--- config.mk ---
export PLATFORM = sky130hd
export DESIGN_NAME = uart_tx_buffered_flat
export DESIGN_NICKNAME = d
export VERILOG_FILES = /design/src/rtl/uart_tx_buffered_if.sv /design/src/rtl/uart_tx_buffered.sv /design/src/flat_wrapper.sv
export SDC_FILE = /design/constraint.sdc
export NUM_CORES = 1
export LEC_CHECK = 0
export CAP_MARGIN = 0
export CORE_UTILIZATION = 40
export CTS_BUF_LIST = sky130_fd_sc_hd__clkbuf_16
export DETAILED_ROUTE_END_ITERATION = 10
export PLACE_DENSITY = 0.54
export SLEW_MARGIN = 20
export SYNTH_ARGS = -nofsm -noshare
export SYNTH_HDL_FRONTEND = slang
export SYNTH_SLANG_ARGS = --single-unit
export TNS_END_PERCENT = 1
--- constraint.sdc ---
create_clock -name Clk -period 7.4 [get_ports Clk]
set_clock_uncertainty 0.15 [all_clocks]
set_input_delay 0.74 -clock Clk [delete_from_list [all_inputs] [get_ports Clk]]
set_output_delay 0.74 -clock Clk [all_outputs]
set_load 0.1 [all_outputs]
--- src/rtl/uart_tx_buffered_if.sv ---
// rtl/uart_tx_buffered_if.sv - producer-side FIFO port bundle for uart_tx_buffered
interface uart_tx_buffered_if #(
   parameter int AW = 4
);
   logic          WrEn;
   logic [7:0]    WrData;
   logic          Full;
   logic          Empty;
   logic [AW:0]   Count;
   logic          Overflow;

   // producer drives the write strobe and byte, observes occupancy
   modport master (
      output WrEn, WrData,
      input  Full, Empty, Count, Overflow
   );

   // transmitter accepts bytes and reports occupancy
   modport slave (
      input  WrEn, WrData,
      output Full, Empty, Count, Overflow
   );
endinterface

--- src/rtl/uart_tx_buffered.sv ---
// rtl/uart_tx_buffered.sv - buffered UART transmitter: byte FIFO feeding an 8N1 serializer
module uart_tx_buffered #(
   parameter int DEPTH      = 16,
   parameter int AW         = 4,
   parameter int OVERSAMPLE = 16
)(
   input  logic               Clk,
   input  logic               Rst,
   input  logic               Tick,
   input  logic [3:0]         NBits,
   uart_tx_buffered_if.slave  wr,
   output logic               Tx,
   output logic               TxBusy,
   output logic               TxDone
);

   localparam logic [1:0] IDLE  = 2'd0;
   localparam logic [1:0] START = 2'd1;
   localparam logic [1:0] DATA  = 2'd2;
   localparam logic [1:0] STOP  = 2'd3;

   localparam int            TW         = $clog2(OVERSAMPLE);
   localparam logic [TW-1:0] TICK_LAST  = TW'(OVERSAMPLE - 1);
   localparam logic [AW:0]   FULL_COUNT = (AW+1)'(DEPTH);

   logic [7:0]    mem [DEPTH];
   logic [AW-1:0] wptr;
   logic [AW-1:0] rptr;
   logic [AW:0]   countNext;
   logic          push;
   logic          pop;

   logic [1:0]    state;
   logic [TW-1:0] tickCnt;
   logic [3:0]    bitCnt;
   logic [3:0]    nbitsLat;
   logic [7:0]    shiftReg;
   logic          bitEnd;
   logic          nbitsLegal;

   // A write while full is dropped even if the serializer pops in the same cycle,
   // so the full flag alone gates acceptance.
   assign push       = wr.WrEn && !wr.Full;
   assign pop        = (state == IDLE) && !wr.Empty;
   assign bitEnd     = Tick && (tickCnt == TICK_LAST);
   assign nbitsLegal = (NBits >= 4'd5) && (NBits <= 4'd8);

   // Occupancy after this cycle's push/pop; a simultaneous pair leaves it unchanged
   always_comb begin
      countNext = wr.Count;
      if (push && !pop) begin
         countNext = wr.Count + (AW+1)'(1);
      end else if (pop && !push) begin
         countNext = wr.Count - (AW+1)'(1);
      end
   end

   // FIFO storage; contents need no reset because Count guards every read
   always_ff @(posedge Clk) begin
      if (push) begin
         mem[wptr] <= wr.WrData;
      end
   end

   // Pointers and registered status flags; pointers wrap naturally at DEPTH
   always_ff @(posedge Clk or posedge Rst) begin
      if (Rst) begin
         wptr        <= '0;
         rptr        <= '0;
         wr.Count    <= '0;
         wr.Empty    <= 1'b1;
         wr.Full     <= 1'b0;
         wr.Overflow <= 1'b0;
      end else begin
         if (push) begin
            wptr <= wptr + 1'b1;
         end
         if (pop) begin
            rptr <= rptr + 1'b1;
         end
         wr.Count    <= countNext;
         wr.Empty    <= (countNext == '0);
         wr.Full     <= (countNext == FULL_COUNT);
         wr.Overflow <= wr.WrEn && wr.Full;
      end
   end

   // Serializer: start bit, NBits data bits LSB first, one stop bit, paced by Tick
   always_ff @(posedge Clk or posedge Rst) begin
      if (Rst) begin
         state    <= IDLE;
         Tx       <= 1'b1;
         TxBusy   <= 1'b0;
         TxDone   <= 1'b0;
         tickCnt  <= '0;
         bitCnt   <= '0;
         nbitsLat <= 4'd8;
         shiftReg <= '0;
      end else begin
         TxDone <= 1'b0;
         if (Tick) begin
            tickCnt <= bitEnd ? '0 : tickCnt + 1'b1;
         end
         case (state)
            IDLE: begin
               Tx      <= 1'b1;
               tickCnt <= '0;
               if (pop) begin
                  shiftReg <= mem[rptr];
                  nbitsLat <= nbitsLegal ? NBits : 4'd8;
                  bitCnt   <= '0;
                  Tx       <= 1'b0;
                  TxBusy   <= 1'b1;
                  state    <= START;
               end
            end
            START: begin
               if (bitEnd) begin
                  Tx    <= shiftReg[0];
                  state <= DATA;
               end
            end
            DATA: begin
               if (bitEnd) begin
                  if (bitCnt == nbitsLat - 4'd1) begin
                     Tx    <= 1'b1;
                     state <= STOP;
                  end else begin
                     shiftReg <= shiftReg >> 1;
                     Tx       <= shiftReg[1];
                     bitCnt   <= bitCnt + 1'b1;
                  end
               end
            end
            STOP: begin
               if (bitEnd) begin
                  TxDone <= 1'b1;
                  TxBusy <= 1'b0;
                  state  <= IDLE;
               end
            end
            default: begin
               state <= IDLE;
            end
         endcase
      end
   end

endmodule

--- src/flat_wrapper.sv ---
// flat-port wrapper written by rule: the top's interface ports become plain ports
module uart_tx_buffered_flat 
#(
   parameter int DEPTH      = 16,
   parameter int AW         = 4,
   parameter int OVERSAMPLE = 16
)
  (Clk, Rst, Tick, NBits, Tx, TxBusy, TxDone, wr_WrEn, wr_WrData, wr_Full, wr_Empty, wr_Count, wr_Overflow);
  uart_tx_buffered_if #(.AW(AW)) wr_i ();
  input  logic Clk;
  input  logic Rst;
  input  logic Tick;
  input  logic [3:0] NBits;
  output logic Tx;
  output logic TxBusy;
  output logic TxDone;
  input wire logic [$bits(wr_i.WrEn)-1:0] wr_WrEn;
  input wire logic [$bits(wr_i.WrData)-1:0] wr_WrData;
  output wire logic [$bits(wr_i.Full)-1:0] wr_Full;
  output wire logic [$bits(wr_i.Empty)-1:0] wr_Empty;
  output wire logic [$bits(wr_i.Count)-1:0] wr_Count;
  output wire logic [$bits(wr_i.Overflow)-1:0] wr_Overflow;
  assign wr_i.WrEn = wr_WrEn;
  assign wr_i.WrData = wr_WrData;
  assign wr_Full = wr_i.Full;
  assign wr_Empty = wr_i.Empty;
  assign wr_Count = wr_i.Count;
  assign wr_Overflow = wr_i.Overflow;
  uart_tx_buffered #(.DEPTH(DEPTH), .AW(AW), .OVERSAMPLE(OVERSAMPLE)) u_core (.Clk(Clk), .Rst(Rst), .Tick(Tick), .NBits(NBits), .wr(wr_i), .Tx(Tx), .TxBusy(TxBusy), .TxDone(TxDone));
endmodule
---- Word-level counts from Yosys, hierarchy flattened ----
Memory sizes are Yosys's and may differ from the RTL's.
Cells that the tools add are included.
storage, ports and cells
  flip-flop bits (word level) ............. 41
  latch bits .............................. 0
  memory bits (writable) .................. 128
  memory bits (read-only) ................. 0
  input port bits ......................... 16
  output and inout bits ................... 11
  logic and storage cells ................. 90
  memories kept ........................... 1
operators by class
  add/sub/neg operators ................... 7
  $mul .................................... 0
  divide/modulo/power cells ............... 0
  order comparisons ....................... 2
  eq/ne operators ......................... 12
  shifts and indexed selects .............. 0
  multiplexer cells ....................... 32
  bitwise logic cells ..................... 0
  reduce and logical (&&, ||, !) cells .... 22
memory list
  name        depth  bits a word  read ports  clocked after memory_dff  wr ports  RTL line                text
  u_core.mem  16     8            1           0                         1         uart_tx_buffered.sv:26  logic [7:0] mem [DEPTH];
operator list
  operator             number
  $mux 4               7
  $mux 8               3
  $add 4x1->4 const B  4
  $pmux 8 s2           1
  $mux 1               10
  $mux 2               5
  $mux 5               2
  $ne 2x1->1 const B   5
  $pmux 2 s4           1
  $pmux 4 s2           1
  $logic_and 1x1->1    7
  $reduce_and 3->1     2
  $reduce_bool 2->1    3
  $add 5x1->5 const B  1
  $eq 5x5->1 const B   1
  $logic_not 5->1      1
  $reduce_and 5->1     1
  $sub 5x1->5 const B  1
  $eq 2x2->1 const B   2
  $eq 4x4->1           1
  $eq 4x4->1 const B   1
  $ge 4x3->1 const B   1
  $le 4x4->1 const B   1
  $logic_not 1->1      4
  9 further kinds      9

---- Logic depth before layout (Yosys ltp) ----
Gate-level depths: netlist of run 1.
  depth after elaboration ................. 7
  gate-level depth with buffers ........... 10
  gate-level depth less buffers ........... 8

---- Worst setup path before layout of run 1 ----
No wires, ideal clock.
  path type ............................... reg2reg
  start point ............................. reg u_core.nbitsLat[0]
  end point ............................... reg u_core.shiftReg[0]
  library setup time ...................... 0.125 ns
  data arrival time ....................... 2.039 ns
  required time ........................... 7.125 ns
  slack ................................... 5.086 ns
  stages on the path, launching flop included .. 9
  buffers on the path ..................... 1
  period minus slack after synthesis ...... 2.314 ns
  cells stage by stage .................... dfrtp_1 > inv_1 > ha_1 > xor3_1 > nor3_2 > a211oi_2 > or2_1 > buf_6 > mux2_4
between the ends
  longest elaborated chain between the ends .. 4
ends and longest elaborated chain
  what                        RTL line                 text
  start: declaration          uart_tx_buffered.sv:36   logic [3:0] nbitsLat;
  start signal: assignment    uart_tx_buffered.sv:110  nbitsLat <= nbitsLegal ? NBits : 4'd8;
  $sub 4x1->4                 uart_tx_buffered.sv:125  if (bitCnt == nbitsLat - 4'd1) begin
  $eq 4x4->1                  uart_tx_buffered.sv:125
  $ne 2x2->1 (no line)        -
  $reduce_and 4->1 (no line)  -
  end signal: assignment      uart_tx_buffered.sv:109  shiftReg <= mem[rptr];
  end signal: assignment      uart_tx_buffered.sv:129  shiftReg <= shiftReg >> 1;
  end: declaration            uart_tx_buffered.sv:37   logic [7:0] shiftReg;
No other way between the ends.
A chain may end at the register's enable or synchronous reset.

---- Final worst setup path of run 1 ----
  start point ............................. reg u_core.wr.Empty
  end point ............................... out wr_Empty
RTL lines
  what                      RTL line                   text
  start: declaration        uart_tx_buffered_if.sv:21  output Full, Empty, Count, Overflow
  start signal: assignment  uart_tx_buffered.sv:82     wr.Empty <= (countNext == '0);
  end: declaration          flat_wrapper.sv:20         output wire logic [$bits(wr_i.Empty)-1:0] wr_Empty;
No word-level cell between the ends.

==> results.json, run 1 <==
{
  "synth_edf_count": 128,
  "startpoint": "u_core.wr.Empty",
  "root_buffer": "clkbuf_16",
  "row_count": 49,
  "num_antenna_cells": 0,
  "fin_crit_ps": 3110,
  "rsz0062_at_grt": "false",
  "tns_ps": 0,
  "core_um2": 17900,
  "maxCapViolCount": 0,
  "fp.dieH_um": 137,
  "crit_chain": "clkdlybuf4s50_1",
  "worst_slack_ps": 4290,
  "synth_mux_area_frac": 0.133,
  "synthSimpleGateAreaFrac": 0.0623,
  "vdd_drop_max_uv": 185,
  "grt_pass1_vias": 3751,
  "cts.path.max_buffers": 2,
  "place_ws_ps": 4120,
  "cts_tree": "built",
  "r2r_end": "u_core.shiftReg[5]",
  "path_clk_slew_ps": 70,
  "crit_buf_inv": 1,
  "power_density_nw_per_um2": 408,
  "postCtsResizedCells": 0,
  "crit_path_end_kind": "output port",
  "critPathTopFamily": "buffers and inverters",
  "grt_max_degree": 42,
  "place.detailed.hpwl_um": 8690,
  "viasPerCell": 5.26,
  "synthFlopType": "edfxtp_1",
  "drcViolationCount": 0,
  "routed_wl_um": 13600,
  "max_stage_delay_ps": 1160,
  "leakage_nw": 2.92,
  "worst_pin_slew_ps": 966,
  "grt_pass1_wl_um": 21500,
  "worstPathArrival_ps": 2220,
  "final-setup-viol-count": 0,
  "io_pins": 27,
  "async_flop_share": 0.243,
  "yosysWarnings": 0,
  "die_x_um": 137,
  "ys_types": 53,
  "hold_buffers": 0,
  "gr-total-overflow": 0,
  "first_iter_violations": 212,
  "synth_compound_gate_area_share": 0.0528,
  "wl_per_cell_um": 19.5,
  "hold_path_depth": 2,
  "insertion_delay_ps": 430,
  "die-area_um2": 18800,
  "hold_end": "u_core.Tx",
  "syn_inst": 427,
  "clock_sinks": 169,
  "antenna_found_initial": 0,
  "synthToLayoutAreaGrowth_pct": 13.2,
  "crit_fanout": 8,
  "io_buffer_count": 26,
  "status": "completed",
  "required_ps": 6510,
  "r2r_slack_ps": 4450,
  "fmax_mhz": 322,
  "gp_congestion": 0.745,
  "avgSynthCellArea_um2": 17.1,
  "drive_gt1_frac": 0.151,
  "cts_setup_buffers": 0,
  "syn-num-nets": 458,
  "route.vias.total": 3680,
  "drv_slew": 0,
  "synth_top_family_by_area": "multiplexers",
  "critPathKind": "flip-flop to output port",
  "finalCritPeriodShare": 0.420,
  "power_w": 0.00337,
  "synth-seq-area-share": 0.668,
  "start_kind": "flip-flop",
  "holdCritPathClass": "flip-flop to flip-flop",
  "hold_viol_final": 0,
  "fin_nets": 488,
  "initial_core_util": 0.407,
  "r2r-start": "u_core.rptr[0]",
  "synthAdderAreaFrac": 0.0257,
  "maxSlewHeadroom": 0.354,
  "cpMaxStageDelayCell": "clkdlybuf4s50_1",
  "drt_first_pass_iters": 4,
  "syn_area_um2": 7290,
  "synthXorXnorAreaFrac": 0.0225,
  "numCtsBuffers": 17,
  "htreeDepth": 4,
  "grt.total_usage": 0.163,
  "synth_seq_cells": 169,
  "final_antenna_net_count": 0,
  "hold_start": "u_core.Tx",
  "r2r_cells": 6
}
==> state kept, by name, summed over array words and instances, names as in the netlist <==
| signal | flops |
|---|---|
| u_core.wr.Overflow | 1 |
| u_core.shiftReg | 8 |
| u_core.state | 2 |
| u_core.wr.Count | 5 |
| u_core.wptr | 4 |
| u_core.mem | 128 |
| u_core.bitCnt | 4 |
| u_core.rptr | 4 |
| u_core.wr.Empty | 1 |
| u_core.tickCnt | 4 |
| u_core.wr.Full | 1 |
| u_core.nbitsLat | 4 |
| u_core.Tx | 1 |
| u_core.TxDone | 1 |
| u_core.TxBusy | 1 |
==> synth_stat cells (5+ instances only) <==
library cell	count	share of area
nor2_1	14	0.0072
xnor2_1	13	0.016
ha_1	15	0.026
a22o_1	7	0.0084
nor2b_1	5	0.0043
dfrtp_1	38	0.13
edfxtp_1	128	0.53
o21ai_0	16	0.011
mux4_2	18	0.056
nand2_1	30	0.015
o21ai_1	6	0.0041
a21oi_1	5	0.0034
buf_6	5	0.0077
and2_1	18	0.015
mux2i_1	7	0.0096
clkbuf_8	5	0.0094
mux4_1	14	0.050
a221oi_1	6	0.0072
inv_1	14	0.0072
mux2_4	6	0.012
==> power breakdown <==
part           total (W)  internal [W]  switching [W]
combinational    0.00114      0.000492       0.000649
sequential       0.00133       0.00119       0.000139
clock           0.000897      0.000485       0.000412
==> cell families (layout without fill, tap and decap cells) <==
group | count (synthesis) | count (layout)
flops | 169 | 169
simple gates | 90 | 90
compound gates | 56 | 56
xor+xnor | 17 | 17
buf+inv | 32 | 75
mux | 48 | 48
fa+ha+maj | 15 | 15
==> layout make-up <==
type | count | area, µm²
flip-flops and latches | 169 | 4870
inverters | 14 | 52.6
clock inverters | 15 | 175
clock buffers | 17 | 425
repair buffers | 29 | 283
multi-input cells | 226 | 2160
well taps | 229 | 287
fillers | 1535 | 9650
==> routing by layer <==
metal | wire (µm) | vias up | GRT usage
met5 | 0 | - | 0
met4 | 219 | 0 | 0.0611
met3 | 355 | 16 | 0.0411
met2 | 6970 | 59 | 0.272
met1 | 6090 | 1894 | 0.204
li1 | - | 1711 | -
==> worst max-delay path by stage <==
| stage | to | slack [ps] | depth (start not counted) |
|---|---|---|---|
| 2_1_floorplan | u_core.shiftReg[0] | 5090 | 8 |
| 3_3_place_gp | u_core.shiftReg[2] | 4190 | 6 |
| 3_5_place_dp | u_core.shiftReg[2] | 4120 | 6 |
| 4_1_cts | wr_Empty | 4270 | 1 |
| 5_1_grt | wr_Empty | 4240 | 1 |
| 6_report | wr_Empty | 4290 | 1 |
==> metrics by stage <==
stage | instance area [µm²] | std cells | util | hold slack, ps
6_report | 8260 | 699 | 0.461 | 362
5_1_grt | 8260 | 699 | 0.461 | 382
4_1_cts | 8260 | 699 | 0.461 | 358
3_5_place_dp | 7650 | 667 | 0.428 | 338
3_3_place_gp | 7650 | 667 | 0.428 | 338
2_1_floorplan | 7290 | 427 | - | 330
==> layout by cell type, fill, tap and decap left out, drive strengths merged, types with 2 or more instances in the layout <==
master | Yosys | routed
nor3 | 3 | 3
o22ai | 2 | 2
dfstp | 3 | 3
nor2b | 5 | 5
edfxtp | 128 | 128
clkdlybuf4s50 | 0 | 26
a211oi | 3 | 3
a221oi | 7 | 7
nor3b | 2 | 2
clkinv | 0 | 4
or3 | 3 | 3
a22o | 7 | 7
nor2 | 14 | 14
mux4 | 32 | 32
a21o | 2 | 2
clkbuf | 7 | 17
inv | 14 | 22
and2 | 18 | 18
a21oi | 5 | 5
mux2 | 9 | 9
nand3 | 4 | 4
nor4 | 3 | 3
xor2 | 3 | 3
xnor2 | 13 | 13
o21a | 2 | 2
ha | 15 | 15
nand4 | 4 | 4
dfrtp | 38 | 38
clkinvlp | 0 | 2
mux2i | 7 | 7
nand2 | 30 | 30
o21ai | 22 | 22
buf | 10 | 3
Note: power is estimated with default switching activity, not from simulation.
==> inputs of run 2 (changes only) <==
Clock period 7.4 ns to 3 ns, I/O delays scaled along.
==> run 2 against run 1 <==
Against the previous run:
- non-clock buffer count is 9 higher
- sequential power up 140%
- global-route usage fell by 0.37 points
- die area unchanged
- critical endpoint is now u_core.shiftReg[2]
- largest power group unchanged
==> results.json, run 2 (synthesized netlist as in run 1, its figures left out) <==
{
  "hold_viol_final": 0,
  "worst_pin_slew_ps": 592,
  "maxCapViolCount": 0,
  "drcViolationCount": 0,
  "routed_wl_um": 13500,
  "drive_gt1_frac": 0.188,
  "leakage_nw": 2.99,
  "status": "completed",
  "clock_sinks": 169,
  "cts_tree": "built",
  "comb_power_share": 0.348,
  "topRoutingLayerUsed": "met4",
  "critPathKind": "flip-flop to flip-flop",
  "fin_nets": 497,
  "io_pins": 27,
  "multiInputGateArea_um2": 2160,
  "drt_first_pass_iters": 4,
  "cts.path.max_buffers": 2,
  "final_antenna_net_count": 0,
  "route.vias.total": 3675,
  "switching_share": 0.352,
  "power_density_nw_per_um2": 1000,
  "p_int_w": 0.00542,
  "layout_commonest_cell": "edfxtp_1",
  "row_count": 49,
  "largest-register": "u_core.mem",
  "hold_buffers": 1,
  "num_antenna_cells": 0,
  "grt_pass1_wl_um": 21600,
  "postCtsResizedCells": 0,
  "fin_crit_ps": 2660,
  "regArea_um2": 4870,
  "reg_top3": "u_core.mem (128), u_core.shiftReg (8), u_core.wr.Count (5)",
  "root_buffer": "clkbuf_16",
  "wl_met3_um": 395,
  "crit_fanout": 11,
  "rsz0062_at_grt": "false",
  "place.detailed.hpwl_um": 9020,
  "maxSlewHeadroom": 0.595,
  "final-setup-viol-count": 0,
  "p_seq_frac": 0.388,
  "htreeDepth": 4,
  "wl_per_cell_um": 19.0,
  "largest_register_ffs": 128,
  "viasPerCell": 5.19,
  "required_ps": 3160,
  "die-area_um2": 18800,
  "finalCritPeriodShare": 0.888,
  "tns_ps": 0,
  "die_x_um": 137,
  "clock_power_share": 0.264,
  "start_kind": "flip-flop",
  "drv_slew": 0,
  "path_clk_slew_ps": 70,
  "worstPathArrival_ps": 2820,
  "initial_core_util": 0.407,
  "insertion_delay_ps": 430,
  "grt_max_degree": 20,
  "vdd_drop_max_uv": 461,
  "max_stage_delay_ps": 460,
  "core_um2": 17900,
  "fmax_mhz": 375,
  "holdCritPathClass": "primary input to flip-flop",
  "layout_common_cells": "edfxtp_1, dfrtp_1, nand2_1, buf_4",
  "synthToLayoutAreaGrowth_pct": 14.1,
  "numCtsBuffers": 17,
  "fp.dieH_um": 137,
  "crit_chain": "inv_1 > ha_1 > or2b_2 > nor2_1 > or2_1 > mux2_2",
  "gp_congestion": 0.770,
  "cts_setup_buffers": 0,
  "cpMaxStageDelayCell": "or2b_2",
  "met2_length_um": 6610,
  "antenna_found_initial": 0,
  "p_sw_w": 0.00294,
  "first_iter_violations": 253,
  "io_buffer_count": 26,
  "grt_pass1_vias": 3754,
  "num-fill-cells": 1556,
  "met1_length_um": 6280,
  "grt.total_usage": 0.159,
  "fin_util": 0.465,
  "crit_path_end_kind": "flip-flop",
  "gr-total-overflow": 0
}
-- run 2: power by group through the flow --
| stage | Clock [W] | Sequential [W] | Combinational (W) |
|---|---|---|---|
| 2_1_floorplan | 0 | 0.00353 | 0.00214 |
| 3_3_place_gp | 0 | 0.00328 | 0.00293 |
| 3_5_place_dp | 0 | 0.00329 | 0.00296 |
| 4_1_cts | 0.00225 | 0.00324 | 0.00296 |
| 5_1_grt | 0.00234 | 0.00329 | 0.00320 |
| 6_report | 0.00221 | 0.00324 | 0.00291 |
-- run 2: worst paths after layout --
kind | from | endpoint | slack [ps] | depth (start not counted)
hold / removal | NBits[1] | u_core.nbitsLat[1] | 330 | 3
setup / recovery | u_core.state[0] | u_core.shiftReg[2] | 340 | 6
hold reg to reg | u_core.Tx | u_core.Tx | 360 | 2
setup reg to reg | u_core.state[0] | u_core.shiftReg[2] | 340 | 6
max in group asynchronous | Rst | u_core.Tx | 1550 | 4
min in group asynchronous | Rst | u_core.nbitsLat[2] | 550 | 3
-- run 2: layer usage --
metal,GRT usage,up-vias
met5,0,-
met4,0.0568,0
met3,0.0322,11
met2,0.249,53
met1,0.221,1867
li1,-,1744
-- run 2: per-stage QoR --
stage                     setup WS (ps)  hold slack, ps  area [µm²]  power, W  std cells
final                               336             325        8320   0.00836        708
after global placement              393             346        7710   0.00620        675
after global routing               94.3             316        8320   0.00883        708
after detailed placement            331             350        7710   0.00625        675
after CTS                           320             310        8320   0.00846        708
after floorplan                     686             249        7290   0.00567        427
-- run 2: worst max-delay path, delay by kind of cell, from the launching register on --
| kind | cells | cell delay (ps) |
|---|---|---|
| fa+ha+maj | 1 | 370 |
| mux | 1 | 390 |
| buf+inv | 1 | 120 |
| flops | 1 | 420 |
| simple gates | 3 | 1090 |
-- run 2: final cells by class --
class	instances	area share
Tap cell	229	0.0344
Multi-Input combinational cell	226	0.259
Timing Repair Buffer	38	0.0421
Clock inverter	15	0.0209
Sequential cell	169	0.586
Inverter	14	0.00631
Clock buffer	17	0.0511
==> inputs of run 3 (changes only) <==
Settings changed: CORE_ASPECT_RATIO set to 1.75, RECOVER_POWER set to 100.
==> run 3 against run 2 <==
Against the previous run:
- sequential share of layout area up 1.0 points
- hold slack better by 12 ps
- die area up 0.12%
- via count up 1.7%
- fmax up 1.3%
- cell count up 0.85%
- utilization down 0.96 points
- global-route usage down 0.42 points
- clock power down 8%
- sequential power about the same
==> results.json, run 3 (synthesized netlist as in run 1, its figures left out) <==
{
  "drv_slew": 0,
  "leakage_nw": 2.86,
  "drive_gt1_frac": 0.138,
  "cpMaxStageDelayCell": "nor3_1",
  "grt_max_degree": 35,
  "finalCritPeriodShare": 0.877,
  "gp_congestion": 0.735,
  "hold_end": "u_core.nbitsLat[1]",
  "cts.path.max_buffers": 2,
  "routed_wl_um": 13800,
  "final_antenna_net_count": 0,
  "grt.total_usage": 0.155,
  "grt_pass1_vias": 3943,
  "critPathKind": "flip-flop to flip-flop",
  "regArea_um2": 4870,
  "layout_commonest_cell": "edfxtp_1",
  "largest_register_ffs": 128,
  "synthToLayoutAreaGrowth_pct": 12.2,
  "drt_first_pass_iters": 4,
  "hold_path_depth": 3,
  "drcViolationCount": 0,
  "crit_chain": "inv_1 > ha_1 > xor3_1 > nor3_1 > a21oi_1 > a221oi_1 > mux2_2",
  "vdd_drop_max_uv": 451,
  "numCtsBuffers": 17,
  "die_x_um": 104,
  "fmax_mhz": 380,
  "core_um2": 18000,
  "cts_setup_buffers": 0,
  "antenna_found_initial": 0,
  "worst_slack_ps": 370,
  "max_stage_delay_ps": 450,
  "row_count": 65,
  "fin_crit_ps": 2630,
  "fin_util": 0.455,
  "r2r-start": "u_core.nbitsLat[0]",
  "reg_top3": "u_core.mem (128), u_core.shiftReg (8), u_core.wr.Count (5)",
  "r2r_end": "u_core.state[1]",
  "final-setup-viol-count": 0,
  "hold_start": "NBits[1]",
  "maxCapViolCount": 0,
  "num_antenna_cells": 0,
  "layout_common_cells": "edfxtp_1, dfrtp_1, nand2_1, mux4_2",
  "multiInputGateArea_um2": 2130,
  "maxSlewHeadroom": 0.226,
  "worstPathArrival_ps": 2790,
  "io_pins": 27,
  "route.vias.total": 3738,
  "gr-total-overflow": 0,
  "place.detailed.hpwl_um": 9600,
  "clock_sinks": 169,
  "start_kind": "flip-flop",
  "tns_ps": 0,
  "r2r_cells": 7,
  "fin_cells": 714,
  "worst_pin_slew_ps": 1170,
  "required_ps": 3160,
  "htreeDepth": 4,
  "num-fill-cells": 1588,
  "r2r_slack_ps": 370,
  "path_clk_slew_ps": 60,
  "power_density_nw_per_um2": 983,
  "viasPerCell": 5.24,
  "grt_pass1_wl_um": 21600,
  "holdCritPathClass": "primary input to flip-flop",
  "root_buffer": "clkbuf_16",
  "cts_tree": "built",
  "power_w": 0.00804,
  "place_ws_ps": 467,
  "io_buffer_count": 26,
  "crit_fanout": 4,
  "largest-register": "u_core.mem",
  "hold_buffers": 0,
  "status": "completed",
  "first_iter_violations": 161,
  "insertion_delay_ps": 420,
  "dp_cells": 682,
  "hold_viol_final": 0,
  "postCtsResizedCells": 0,
  "die-area_um2": 18800,
  "rsz0062_at_grt": "false",
  "initial_core_util": 0.406,
  "fin_nets": 498,
  "crit_path_end_kind": "flip-flop",
  "wl_per_cell_um": 19.3,
  "fp.dieH_um": 181
}
-- run 3: cell types whose count changed in the layout (fill, tap and decap cells not counted), moves of 3 or more --
| cell | previous run | this run |
|---|---|---|
| mux2_4 | 6 | 0 |
| and2_1 | 18 | 1 |
| dlygate4sd3_1 | 1 | 9 |
| inv_8 | 6 | 0 |
| clkdlybuf4s50_1 | 15 | 6 |
| mux2_1 | 0 | 6 |
| and2_0 | 0 | 17 |
| clkbuf_1 | 0 | 17 |
| clkinvlp_4 | 1 | 4 |
| buf_4 | 20 | 6 |
-- run 3: layout make-up --
| class | instances | share of cell area |
|---|---|---|
| Clock buffer | 17 | 0.0520 |
| Clock inverter | 15 | 0.0156 |
| Timing Repair Buffer | 39 | 0.0341 |
| Inverter | 14 | 0.00642 |
| Multi-Input combinational cell | 226 | 0.260 |
| Sequential cell | 169 | 0.596 |
| Tap cell | 234 | 0.0358 |
-- run 3: worst max-delay path, delay by kind of cell (launching register included) --
kind | cells | cell delay, ps
adder cells (fa/ha/maj) | 1 | 140
multiplexers | 1 | 390
XOR/XNOR | 1 | 390
flip-flops | 1 | 410
AO/OA/AOI/OAI | 2 | 500
buffers and inverters | 1 | 90
AND/OR/NAND/NOR | 1 | 450
-- run 3: worst max-delay path by stage --
stage,slack (ps),from,end
floorplan,690,u_core.nbitsLat[0],u_core.shiftReg[0]
global placement,480,Tick,u_core.shiftReg[2]
detailed placement,470,Tick,u_core.shiftReg[2]
CTS,480,u_core.nbitsLat[0],u_core.shiftReg[5]
global route,220,u_core.nbitsLat[1],u_core.shiftReg[6]
finish,370,u_core.nbitsLat[0],u_core.state[1]
-- run 3: metal layers --
layer	track usage	vias to the layer above	routed length, µm
met5	0	-	0
met4	0.0617	0	186
met3	0.0282	10	263
met2	0.298	45	8020
met1	0.165	1961	5290
li1	-	1722	-
-- run 3: stage by stage --
stage | area, µm² | hold slack, ps
final | 8180 | 337
after global routing | 8180 | 353
after CTS | 8270 | 184
after detailed placement | 7720 | 343
after global placement | 7720 | 343
after floorplan | 7290 | 249
-- run 3: power breakdown --
part           leakage, nW  total [W]  internal (W)  switching [W]
Combinational        0.941    0.00273       0.00114        0.00159
Clock                0.256    0.00204       0.00114       0.000902
Sequential            1.66    0.00327       0.00294       0.000328
